## src/rtl/packet_length_prepender.sv

```systemverilog
// packet_length_prepender
//
// Framing stage that sits after the packet analyzer. Each entry on the size
// stream is paired with one packet from the body stream. The block emits a
// single AXI-Stream that carries a header beat ahead of every packet. The
// header holds the reported byte length in [15:0] and a 16-bit sequence
// number in [31:16]. The block also recounts the body bytes from tkeep and
// flags any packet whose byte count differs from the reported size.
//
// Ports:
//   clk, resetn              clock; synchronous active-low reset
//   axis_size_*              reported packet byte length (tdata 16 bits)
//   axis_body_*              packet body beats (tdata DW, tkeep DW/8, tlast)
//   axis_out_*               framed output: header beat, then the body beats
//   len_err                  one-cycle pulse that coincides with the tlast beat
//                            of a packet whose length does not match
//   err_count                number of mismatches, saturates at 0xFFFF
//   pkt_count                number of completed packets, wraps
//
// Handshake: a beat transfers on a rising edge where tvalid and tready are
// both high. A valid beat on axis_out holds its data until it is accepted.
// Both input readies depend only on state, reset and axis_out_tready. They
// never depend on the input tvalids.
//
// FSM state is held in the 'state' signal (IDLE / BODY) for checker binding.

module packet_length_prepender #(
    parameter int DW = 128
) (
    input  logic              clk,
    input  logic              resetn,
    input  logic [15:0]       axis_size_tdata,
    input  logic              axis_size_tvalid,
    output logic              axis_size_tready,
    input  logic [DW-1:0]     axis_body_tdata,
    input  logic [DW/8-1:0]   axis_body_tkeep,
    input  logic              axis_body_tlast,
    input  logic              axis_body_tvalid,
    output logic              axis_body_tready,
    output logic [DW-1:0]     axis_out_tdata,
    output logic [DW/8-1:0]   axis_out_tkeep,
    output logic              axis_out_tlast,
    output logic              axis_out_tvalid,
    input  logic              axis_out_tready,
    output logic              len_err,
    output logic [15:0]       err_count,
    output logic [31:0]       pkt_count
);

    localparam int KW = DW / 8;

    typedef enum logic [0:0] {
        IDLE = 1'b0,
        BODY = 1'b1
    } state_t;

    state_t      state;
    logic [15:0] seq;
    logic [15:0] acc;
    logic [15:0] expected;

    logic          slot;
    logic [15:0]   beat_bytes;
    logic [15:0]   total;
    logic [DW-1:0] hdr;

    // The output register can take a new beat when it is empty or being drained.
    assign slot = !axis_out_tvalid || axis_out_tready;

    // Gating with resetn keeps both readies low during the reset cycle itself.
    assign axis_size_tready = resetn && (state == IDLE) && slot;
    assign axis_body_tready = resetn && (state == BODY) && slot;

    always_comb begin
        beat_bytes = '0;
        for (int i = 0; i < KW; i++) begin
            beat_bytes = beat_bytes + 16'(axis_body_tkeep[i]);
        end
        // Byte count of the packet including the beat now being accepted.
        total = acc + beat_bytes;
        hdr = '0;
        hdr[15:0]  = axis_size_tdata;
        hdr[31:16] = seq;
    end

    always_ff @(posedge clk) begin
        if (!resetn) begin
            state           <= IDLE;
            seq             <= '0;
            acc             <= '0;
            expected        <= '0;
            axis_out_tvalid <= 1'b0;
            axis_out_tdata  <= '0;
            axis_out_tkeep  <= '0;
            axis_out_tlast  <= 1'b0;
            len_err         <= 1'b0;
            err_count       <= '0;
            pkt_count       <= '0;
        end else begin
            len_err <= 1'b0;
            // The register empties when it is drained and no new beat loads.
            if (slot) begin
                axis_out_tvalid <= 1'b0;
            end
            case (state)
                IDLE: begin
                    if (axis_size_tvalid && axis_size_tready) begin
                        axis_out_tvalid <= 1'b1;
                        axis_out_tdata  <= hdr;
                        axis_out_tkeep  <= '1;
                        axis_out_tlast  <= 1'b0;
                        expected        <= axis_size_tdata;
                        acc             <= '0;
                        seq             <= seq + 16'd1;
                        state           <= BODY;
                    end
                end
                BODY: begin
                    if (axis_body_tvalid && axis_body_tready) begin
                        axis_out_tvalid <= 1'b1;
                        axis_out_tdata  <= axis_body_tdata;
                        axis_out_tkeep  <= axis_body_tkeep;
                        axis_out_tlast  <= axis_body_tlast;
                        acc             <= total;
                        if (axis_body_tlast) begin
                            if (total != expected) begin
                                len_err <= 1'b1;
                                if (err_count != 16'hFFFF) begin
                                    err_count <= err_count + 16'd1;
                                end
                            end
                            pkt_count <= pkt_count + 32'd1;
                            state     <= IDLE;
                        end
                    end
                end
                default: state <= IDLE;
            endcase
        end
    end

endmodule

```

## config.mk

```make
export PLATFORM = sky130hd
export DESIGN_NAME = packet_length_prepender
export DESIGN_NICKNAME = d
export VERILOG_FILES = /design/src/rtl/packet_length_prepender.sv
export SDC_FILE = /design/constraint.sdc
export NUM_CORES = 1
export LEC_CHECK = 0
export ABC_AREA = 1
export CORE_ASPECT_RATIO = 1.1
export CORE_MARGIN = 4
export CORE_UTILIZATION = 50
export CTS_BUF_LIST = sky130_fd_sc_hd__clkbuf_16
export CTS_CLUSTER_SIZE = 30
export DETAILED_ROUTE_END_ITERATION = 8
export GPL_TIMING_DRIVEN = 0
export PLACE_DENSITY_LB_ADDON = 0.1
export SLEW_MARGIN = 30
export SYNTH_ARGS = -nofsm -noshare
export SYNTH_HDL_FRONTEND = slang
export SYNTH_SLANG_ARGS = --single-unit
```

## constraint.sdc

```tcl
create_clock -name clk -period 15.65 [get_ports clk]
set_input_delay 2.3475 -clock clk [delete_from_list [all_inputs] [get_ports clk]]
set_output_delay 2.3475 -clock clk [all_outputs]
set_load 0.01 [all_outputs]
```

==> impl_metrics.toml, run 1 <==
[critical_path]
worst-setup-path-type = "in2reg"
path_max_fanout = 10
rr_worst_depth = 22
critPathRequiredTime_ps = 16110
r2r_slack_ps = 11130
reg2reg_to = "err_count[7]"
cp-start-kind = "primary input"
end_kind = "flip-flop"
r2r-start = "acc[0]"
arrival_ps = 7550

[timing]
relSlewSlack_pct = 47.1
tightest_slew_ps = 793
period_share_pct = 45.3
finalSetupViolCount = 0
rsz0062_at_grt = "no"
timing.final.ws_setup_ps = 8560
tns_ps = 0
finalCriticalPeriod_ps = 7090
maxSlewViolCount = 0
finClkSkew_ps = 9.43
finalHoldViolations = 0
whs_ps = 458
timing.fmax_mhz = 141

[clock_tree]
path_clk_slew_ps = 60
postCtsSetupRepairBufs = 0
cts_tree = "built"
cts_hold_buf = 0
clock_latency_ps = 540
post_cts_resized = 0
cts_buffer_depth = 3
numCtsBuffers = 27
root_buffer = "clkbuf_16"
cts.sinks = 244
h-tree-depth = 1

[pwr]
p_seq_share_pct = 41.7
pwr-share-comb_pct = 19.2
clkPwrFrac_pct = 39.1
p_leak_nw = 6.00
switching_share_pct = 27.6
ir_worst_vdd_v = 0.0000933
p_sw_mw = 0.438
p_int_mw = 1.15
p_per_area_nw_per_um2 = 99.4

[layout]
fin_area_um2 = 15900
area_delta_synth_final_pct = 43.6
drive_above_1_share_pct = 6.15
diodes = 0
layout_common_cells = "clkdlybuf4s50_1 (362), nand2_1 (292), dfxtp_1 (244)"
final_nets = 2087
final_core_util_pct = 73.8
layout.cells.most_common = "clkdlybuf4s50_1"

[die]
dieArea_um2 = 24600
core_area_um2 = 21600
start_util_pct = 51.4
io_pins = 363
die_h_um = 164
die_w_um = 150
rows = 56

[routing]
drc = 0
ant_nets = 0
avgViaCountPerCell = 5.28
wl_per_cell_um = 17.3
dr_total_vias = 11700
first_pass_iters = 5
drtIter0Drc = 605
drt-total-wl_mm = 38.1

[logic_synthesis]
avgSynthCellArea_um2 = 7.36
ys_seq_area_share_pct = 44.0
ys_ff_latch = 244
yosysUniqueCellTypes = 40
syn_area_um2 = 11100
synth_cells = 1507
syn_nets = 1696
yosysWarnings = 0

[global_routing]
grt_max_degree = 14
grt_usage_pct = 29.6
grt_pass1_vias = 11400
antenna_found_initial = 3
grt_pass1_wl_mm = 58.4
gr-total-overflow = 0

[worst_hold_path]
min_path_type = "reg2reg"
whs_path_depth = 2
hold_end = "axis_out_tdata[100]"
min-delay-start = "axis_out_tdata[100]"

[run_status]
status = "completed"

[placed_design]
place_ws_ps = 8060
io_buffers = 362
dpl.hpwl_mm = 29.3
placed_cell_area_um2 = 15100
finalWeightedCongestion = 0.932

[job]
max_cap_viol_count = 0
-- synthesized netlist by cell type, drive strengths merged --
cell type,count,area share [%]
a211oi,1,0.068
a21o,1,0.068
a21oi,252,12
a31oi,2,0.11
buf,18,0.96
clkbuf,63,2.1
dfxtp,244,44
fa,12,2.2
ha,11,1.2
inv,159,5.4
nand2,314,11
nand3,77,3.7
nand4,26,1.5
nor2,133,4.9
nor3,33,1.8
nor3b,1,0.068
nor4,5,0.39
o21a,4,0.27
o21ai,117,5.3
o221a,6,0.61
or2,1,0.079
xnor2,12,0.95
xnor3,2,0.41
xor2,13,1.0
-- critical path: stages --
cell and delay [ps]:
clkdlybuf4s50_1 460, fa_1 630, inv_1 90, fa_1 490, fa_1 540, fa_1 430, fa_1 370, inv_1 150
fa_1 310, nand2_2 110, nand2_2 120, nand3_2 90, nand2_2 100, nand2_1 90, nand2_1 90, nand2_1 50
nand2_1 60, nand4_1 100, nor2_2 280, nand2_4 150, nand3_4 140, buf_12 170, nand2_2 50, a21oi_2 110
-- power by group through the flow --
stage          sequential, mW  combinational (mW)  clock [mW]
2_1_floorplan           0.681               0.155           0
3_3_place_gp            0.672               0.298           0
3_5_place_dp            0.672               0.302           0
4_1_cts                 0.660               0.304       0.625
5_1_grt                 0.662               0.335       0.652
6_report                0.660               0.304       0.620
-- how the worst max path moves through the flow --
| stage | from | end | slack [ps] | depth (start not counted) |
|---|---|---|---|---|
| after CTS | axis_body_tkeep[0] | err_count[6] | 8600 | 24 |
| after floorplan | axis_body_tkeep[0] | err_count[11] | 9110 | 22 |
| after global placement | axis_body_tkeep[0] | err_count[10] | 8090 | 23 |
| after global routing | axis_body_tkeep[0] | err_count[5] | 8300 | 23 |
| final | axis_body_tkeep[0] | err_count[7] | 8560 | 24 |
| after detailed placement | axis_body_tkeep[0] | err_count[5] | 8060 | 24 |
-- per-stage QoR --
stage	cells	power (mW)
5_1_grt	2208	1.65
3_3_place_gp	2159	0.970
2_1_floorplan	1507	0.835
6_report	2208	1.58
4_1_cts	2208	1.59
3_5_place_dp	2159	0.975
-- state kept, by name (all words and copies together), names as in the netlist --
register,count
acc,16
axis_out_tdata,128
axis_out_tkeep,16
axis_out_tlast,1
axis_out_tvalid,1
err_count,16
expected,16
len_err,1
pkt_count,32
seq,16
state,1
-- layer usage --
metal / vias to the layer above / global-route usage (%) / routed length (µm)
li1: 5726 / - / -
met1: 5408 / 33.6 / 14500
met2: 423 / 53.2 / 19000
met3: 91 / 8.06 / 3200
met4: 6 / 10.6 / 1380
met5: - / 0 / 34
-- cells by family (layout without fill, tap and decap cells) --
family | after synthesis | after routing | synth area share, %
AO/OA/AOI/OAI | 383 | 383 | 18.1
XOR/XNOR | 27 | 27 | 2.38
adder cells (fa/ha/maj) | 23 | 23 | 3.41
buffers and inverters | 240 | 651 | 8.47
flip-flops | 244 | 244 | 44.0
AND/OR/NAND/NOR | 590 | 590 | 23.6
-- final cells by class --
type	instances	area (µm²)
Fill cell	1780	5650
Multi-Input combinational cell	1023	5270
Buffer	81	343
Timing Repair Buffer	362	3620
Inverter	159	597
Sequential cell	244	4880
Clock buffer	27	676
Tap cell	290	363
Clock inverter	22	174
No activity file was read; power rests on OpenSTA's default activity.
==> run 2, diff against run 1 <==
Settings changed: CORE_UTILIZATION 50 to 42.
Clock period 15.65 ns to 5.95 ns, I/O delays scaled along.
==> run 2 against run 1 <==
Net effect:
- core utilization down 12 points
- register-to-register slack worse by 9700 ps
- power grew to 2.7 times the previous value
- wire length is 0.10% higher
- combinational power increased to 2.6 times the previous value
- worst setup slack lost 8200 ps
- first-iteration DRC count up 4.6%
- critical path depth is 1 lower
- die area up 18%
- critical path type unchanged
- largest power group unchanged
==> impl_metrics.toml, run 2 (synthesized netlist as in run 1, its figures left out) <==
[global_routing]
global_route.usage.met2_pct = 43.1
gr-total-overflow = 0
grt_max_degree = 14
grt_pass1_wl_mm = 58.6
grt_usage_pct = 25.2
met1_usage_pct = 29.6
use_met3_pct = 8.16
grt_pass1_vias = 11000
grt_busiest_layer = "met2"
antenna_found_initial = 7

[critical_path]
critPathTopFamily = "adder cells"
startpoint = "axis_body_tkeep[0]"
critPathRequiredTime_ps = 6340
cp-start-kind = "primary input"
path_cells = "clkdlybuf4s50_1 -> fa_1 -> inv_1 -> fa_1 -> fa_1 -> fa_1 -> fa_1 -> inv_1 -> fa_1 -> nand2_2 -> nand2_2 -> nand3_2 -> nand2_2 -> nand3_1 -> nand3_1 -> nand2_1 -> nor2_1 -> nand2_1 -> nor2_2 -> nand2_4 -> buf_2 -> nand4_1 -> a21oi_2"
crit_end = "err_count[11]"
cp.buffers_inverters = 4
rr_worst_depth = 21
end_kind = "flip-flop"
slowest_stage = "fa_1"
r2r-start = "acc[0]"
r2r_slack_ps = 1390
worstSetupPathDepth = 23
path_max_fanout = 10
reg2reg_to = "err_count[11]"
cp_slowest_stage_delay_ps = 560
worst-setup-path-type = "in2reg"
critical_path.most_common_cell = "fa_1"
arrival_ps = 5960

[run_status]
status = "completed"

[timing]
finalSetupViolCount = 0
finalCriticalPeriod_ps = 5570
tns_ps = 0
rsz0062_at_grt = "no"
finalHoldViolations = 0
timing.fmax_mhz = 179
relSlewSlack_pct = 42.8
finClkSkew_ps = 9.51
period_share_pct = 93.7
tightest_slew_ps = 859
maxSlewViolCount = 0

[routing]
wl_per_cell_um = 16.8
dr_total_vias = 11300
ant_nets = 0
drt-total-wl_mm = 38.2
avgViaCountPerCell = 4.98
first_pass_iters = 5
drtIter0Drc = 633
drc = 0

[clock_tree]
postCtsSetupRepairBufs = 0
cts_tree = "built"
post_cts_resized = 0
cts.sinks = 244
root_buffer = "clkbuf_16"
h-tree-depth = 1
clock_latency_ps = 530
cts_hold_buf = 0
cts_buffer_depth = 3
path_clk_slew_ps = 60
numCtsBuffers = 27

[placed_design]
dpl.hpwl_mm = 29.3
io_buffers = 362
placed_cell_area_um2 = 15200
finalWeightedCongestion = 0.909

[worst_hold_path]
min_path_type = "reg2reg"

[pwr]
p_per_area_nw_per_um2 = 265
p_leak_nw = 6.03
ir_worst_vdd_v = 0.000205

[layout]
largest_registers = "axis_out_tdata x128, pkt_count x32"
area_delta_synth_final_pct = 44.8
largest-register = "axis_out_tdata"
final_core_util_pct = 61.6
drive_above_1_share_pct = 6.15
fin_area_um2 = 16100
layout.cells.most_common = "clkdlybuf4s50_1"
largest_reg_flops = 128
final_nets = 2087
layout_common_cells = "clkdlybuf4s50_1 (362), nand2_1 (292), dfxtp_1 (244)"

[die]
io_pins = 363
dieArea_um2 = 29100
core_area_um2 = 26100
rows = 62
die_w_um = 163
die_h_um = 178
start_util_pct = 42.6

[job]
max_cap_viol_count = 0
[run 2: cell count changes in the layout (fill, tap and decap cells not counted), sizes merged]
cell | before | now
inv | 163 | 165
diode | 0 | 3
bufinv | 3 | 5
clkinv | 14 | 10
[run 2: final cells by class]
type	count	area, µm²
Clock inverter	22	224
Inverter	159	597
Fill cell	2371	10000
Tap cell	352	440
Timing Repair Buffer	362	3620
Clock buffer	27	676
Antenna cell	3	7.51
Multi-Input combinational cell	1023	5270
Buffer	81	343
Sequential cell	244	4880
[run 2: worst min-delay path: cells and delay by family, from the launching register on]
kind            cells  cell delay, ps
compound gates      1              50
flops               1             310
simple gates        1              60
[run 2: metrics by stage]
stage | setup slack [ps] | std cells | total power, mW | hold WS, ps
finish | 376 | 2273 | 4.26 | 457
global placement | -90.1 | 2221 | 2.56 | 447
detailed placement | -170 | 2221 | 2.57 | 451
global route | 23.6 | 2273 | 4.44 | 474
floorplan | 862 | 1507 | 2.20 | 424
CTS | 392 | 2270 | 4.29 | 460
[run 2: layer usage]
layer  up-vias  routed length (µm)
met3        91                3140
met4         8                1420
li1       5724                   -
met2       324               18300
met1      5177               15300
met5         -                  55
[run 2: how the worst min path moves through the flow]
stage | startpoint | endpoint | slack, ps | depth (start not counted)
2_1_floorplan | expected[3] | expected[3] | 420 | 2
3_3_place_gp | axis_out_tdata[34] | axis_out_tdata[34] | 450 | 2
3_5_place_dp | axis_out_tdata[58] | axis_out_tdata[58] | 450 | 2
4_1_cts | axis_out_tdata[113] | axis_out_tdata[113] | 460 | 2
5_1_grt | axis_out_tdata[58] | axis_out_tdata[58] | 470 | 2
6_report | axis_out_tdata[100] | axis_out_tdata[100] | 460 | 2
[run 2: report_power, final]
group	switching (mW)	internal [mW]
sequential	0.0336	1.70
combinational	0.438	0.365
clock	0.688	1.04
==> run 3, diff against run 2 <==
Settings changed: CAP_MARGIN set to 20, CORE_MARGIN 4 to 10.
==> run 3 against run 2 <==
Net effect:
- power is 0.47% lower
- die area up 15%
- first-iteration DRC count up 8.8%
==> impl_metrics.toml, run 3 (synthesized netlist as in run 1, its figures left out) <==
[clock_tree]
cts_buffer_depth = 3
post_cts_resized = 0
cts_tree = "built"
root_buffer = "clkbuf_16"
cts_hold_buf = 0
clock_latency_ps = 540
h-tree-depth = 1
cts.sinks = 244
postCtsSetupRepairBufs = 0
numCtsBuffers = 28
path_clk_slew_ps = 60

[die]
die_w_um = 175
start_util_pct = 42.6
core_area_um2 = 26100
rows = 62
io_pins = 363
dieArea_um2 = 33300
die_h_um = 190

[critical_path]
reg2reg_to = "err_count[7]"
critical_path.most_common_cell = "fa_1"
path_cells = "clkdlybuf4s50_1 -> fa_1 -> inv_1 -> fa_1 -> fa_1 -> fa_1 -> fa_1 -> inv_1 -> fa_1 -> xnor2_1 -> o21ai_0 -> nor2_1 -> nand2_1 -> nor2_1 -> nand2_1 -> nor2_1 -> nand2_1 -> nor2_2 -> nand2_4 -> nand3_4 -> buf_12 -> nand2_2 -> a21oi_2"
cp-start-kind = "primary input"
r2r-start = "acc[0]"
end_kind = "flip-flop"
path_max_fanout = 10
critPathRequiredTime_ps = 6420
r2r_slack_ps = 1340
cp_slowest_stage_delay_ps = 550
slowest_stage = "fa_1"
rr_worst_depth = 21
arrival_ps = 6050
worst-setup-path-type = "in2reg"

[pwr]
p_per_area_nw_per_um2 = 264
ir_worst_vdd_v = 0.000190
p_leak_nw = 6.01
power_mw = 4.24

[global_routing]
gr-total-overflow = 0
grt_pass1_wl_mm = 62.4
grt_pass1_vias = 11400
grt_usage_pct = 23.3
grt_max_degree = 14
antenna_found_initial = 8

[layout]
layout.cells.most_common = "clkdlybuf4s50_1"
area_delta_synth_final_pct = 44.9
largest_registers = "axis_out_tdata x128, pkt_count x32"
drive_above_1_share_pct = 6.15
largest-register = "axis_out_tdata"
final_core_util_pct = 61.7
final_nets = 2088
fill_cells = 2421
layout_common_cells = "clkdlybuf4s50_1 (362), nand2_1 (292), dfxtp_1 (244)"
largest_reg_flops = 128
fin_cells = 2279

[timing]
timing.fmax_mhz = 179
finalSetupViolCount = 0
timing.final.ws_setup_ps = 365
finClkSkew_ps = 13.5
maxSlewViolCount = 0
relSlewSlack_pct = 41.2
tightest_slew_ps = 882
rsz0062_at_grt = "no"
finalHoldViolations = 0
finalCriticalPeriod_ps = 5590
period_share_pct = 93.9

[routing]
wl_per_cell_um = 18.0
drtIter0Drc = 689
drc = 0
dr_total_vias = 11400
drt-total-wl_mm = 41.0
avgViaCountPerCell = 4.99
first_pass_iters = 5
ant_nets = 0

[worst_hold_path]
hold_end = "axis_out_tdata[100]"
whs_path_depth = 2
min_path_type = "reg2reg"
min-delay-start = "axis_out_tdata[100]"

[run_status]
status = "completed"

[placed_design]
dp.cells = 2221
io_buffers = 362
place_ws_ps = -214
finalWeightedCongestion = 0.911
dpl.hpwl_mm = 31.9

[job]
max_cap_viol_count = 0
-- run 3: changes by cell type in the layout (fill, tap and decap cells not counted) --
cell and delta:
clkbuf_16 +2, clkinv_1 +6, bufinv_16 -2, diode_2 +4
inv_1 -4
-- run 3: critical path, delay by kind of cell --
| family | cells | cell delay, ps |
|---|---|---|
| adder cells (fa/ha/maj) | 6 | 2870 |
| AND/OR/NAND/NOR | 10 | 1070 |
| buffers and inverters | 4 | 830 |
| AO/OA/AOI/OAI | 2 | 220 |
| XOR/XNOR | 1 | 160 |
-- run 3: worst max-delay path by stage --
stage	startpoint	endpoint	slack [ps]	cells after the start
4_1_cts	axis_body_tkeep[0]	err_count[7]	340	23
3_3_place_gp	axis_body_tkeep[0]	err_count[13]	-160	22
5_1_grt	axis_body_tkeep[0]	err_count[7]	100	23
3_5_place_dp	axis_body_tkeep[0]	err_count[11]	-210	22
2_1_floorplan	axis_body_tkeep[0]	err_count[11]	860	22
6_report	axis_body_tkeep[0]	err_count[7]	360	23
-- run 3: metal layers --
metal  part of all wire, %  GRT usage, %
met5                 0.054             0
met4                   2.8          6.98
met3                   9.4          8.75
met2                    50          41.9
met1                    38          24.9
-- run 3: per-stage QoR --
stage                     setup TNS, ps  hold slack [ps]  area (µm²)
final                                 0              459       16100
after CTS                             0              461       16100
after detailed placement          -2560              451       15200
after floorplan                       0              424       11100
after global routing                  0              475       16100
after global placement            -1620              448       15200
-- run 3: area by class of cell --
type | count | area, µm² | share of cell area (%)
tap | 352 | 440 | 2.74
clock buffer | 29 | 726 | 4.52
sequential | 244 | 4880 | 30.4
antenna | 7 | 17.5 | 0.109
timing repair buffer | 362 | 3620 | 22.5
inverter | 159 | 597 | 3.71
buffer | 81 | 343 | 2.13
clock inverter | 22 | 171 | 1.07
multi-input combinational | 1023 | 5270 | 32.8
-- run 3: where the power goes --
group	switching (mW)	internal [mW]	total, mW
Combinational	0.445	0.365	0.810
Sequential	0.0345	1.70	1.74
Clock	0.692	1.00	1.70
Total	1.17	3.07	4.24
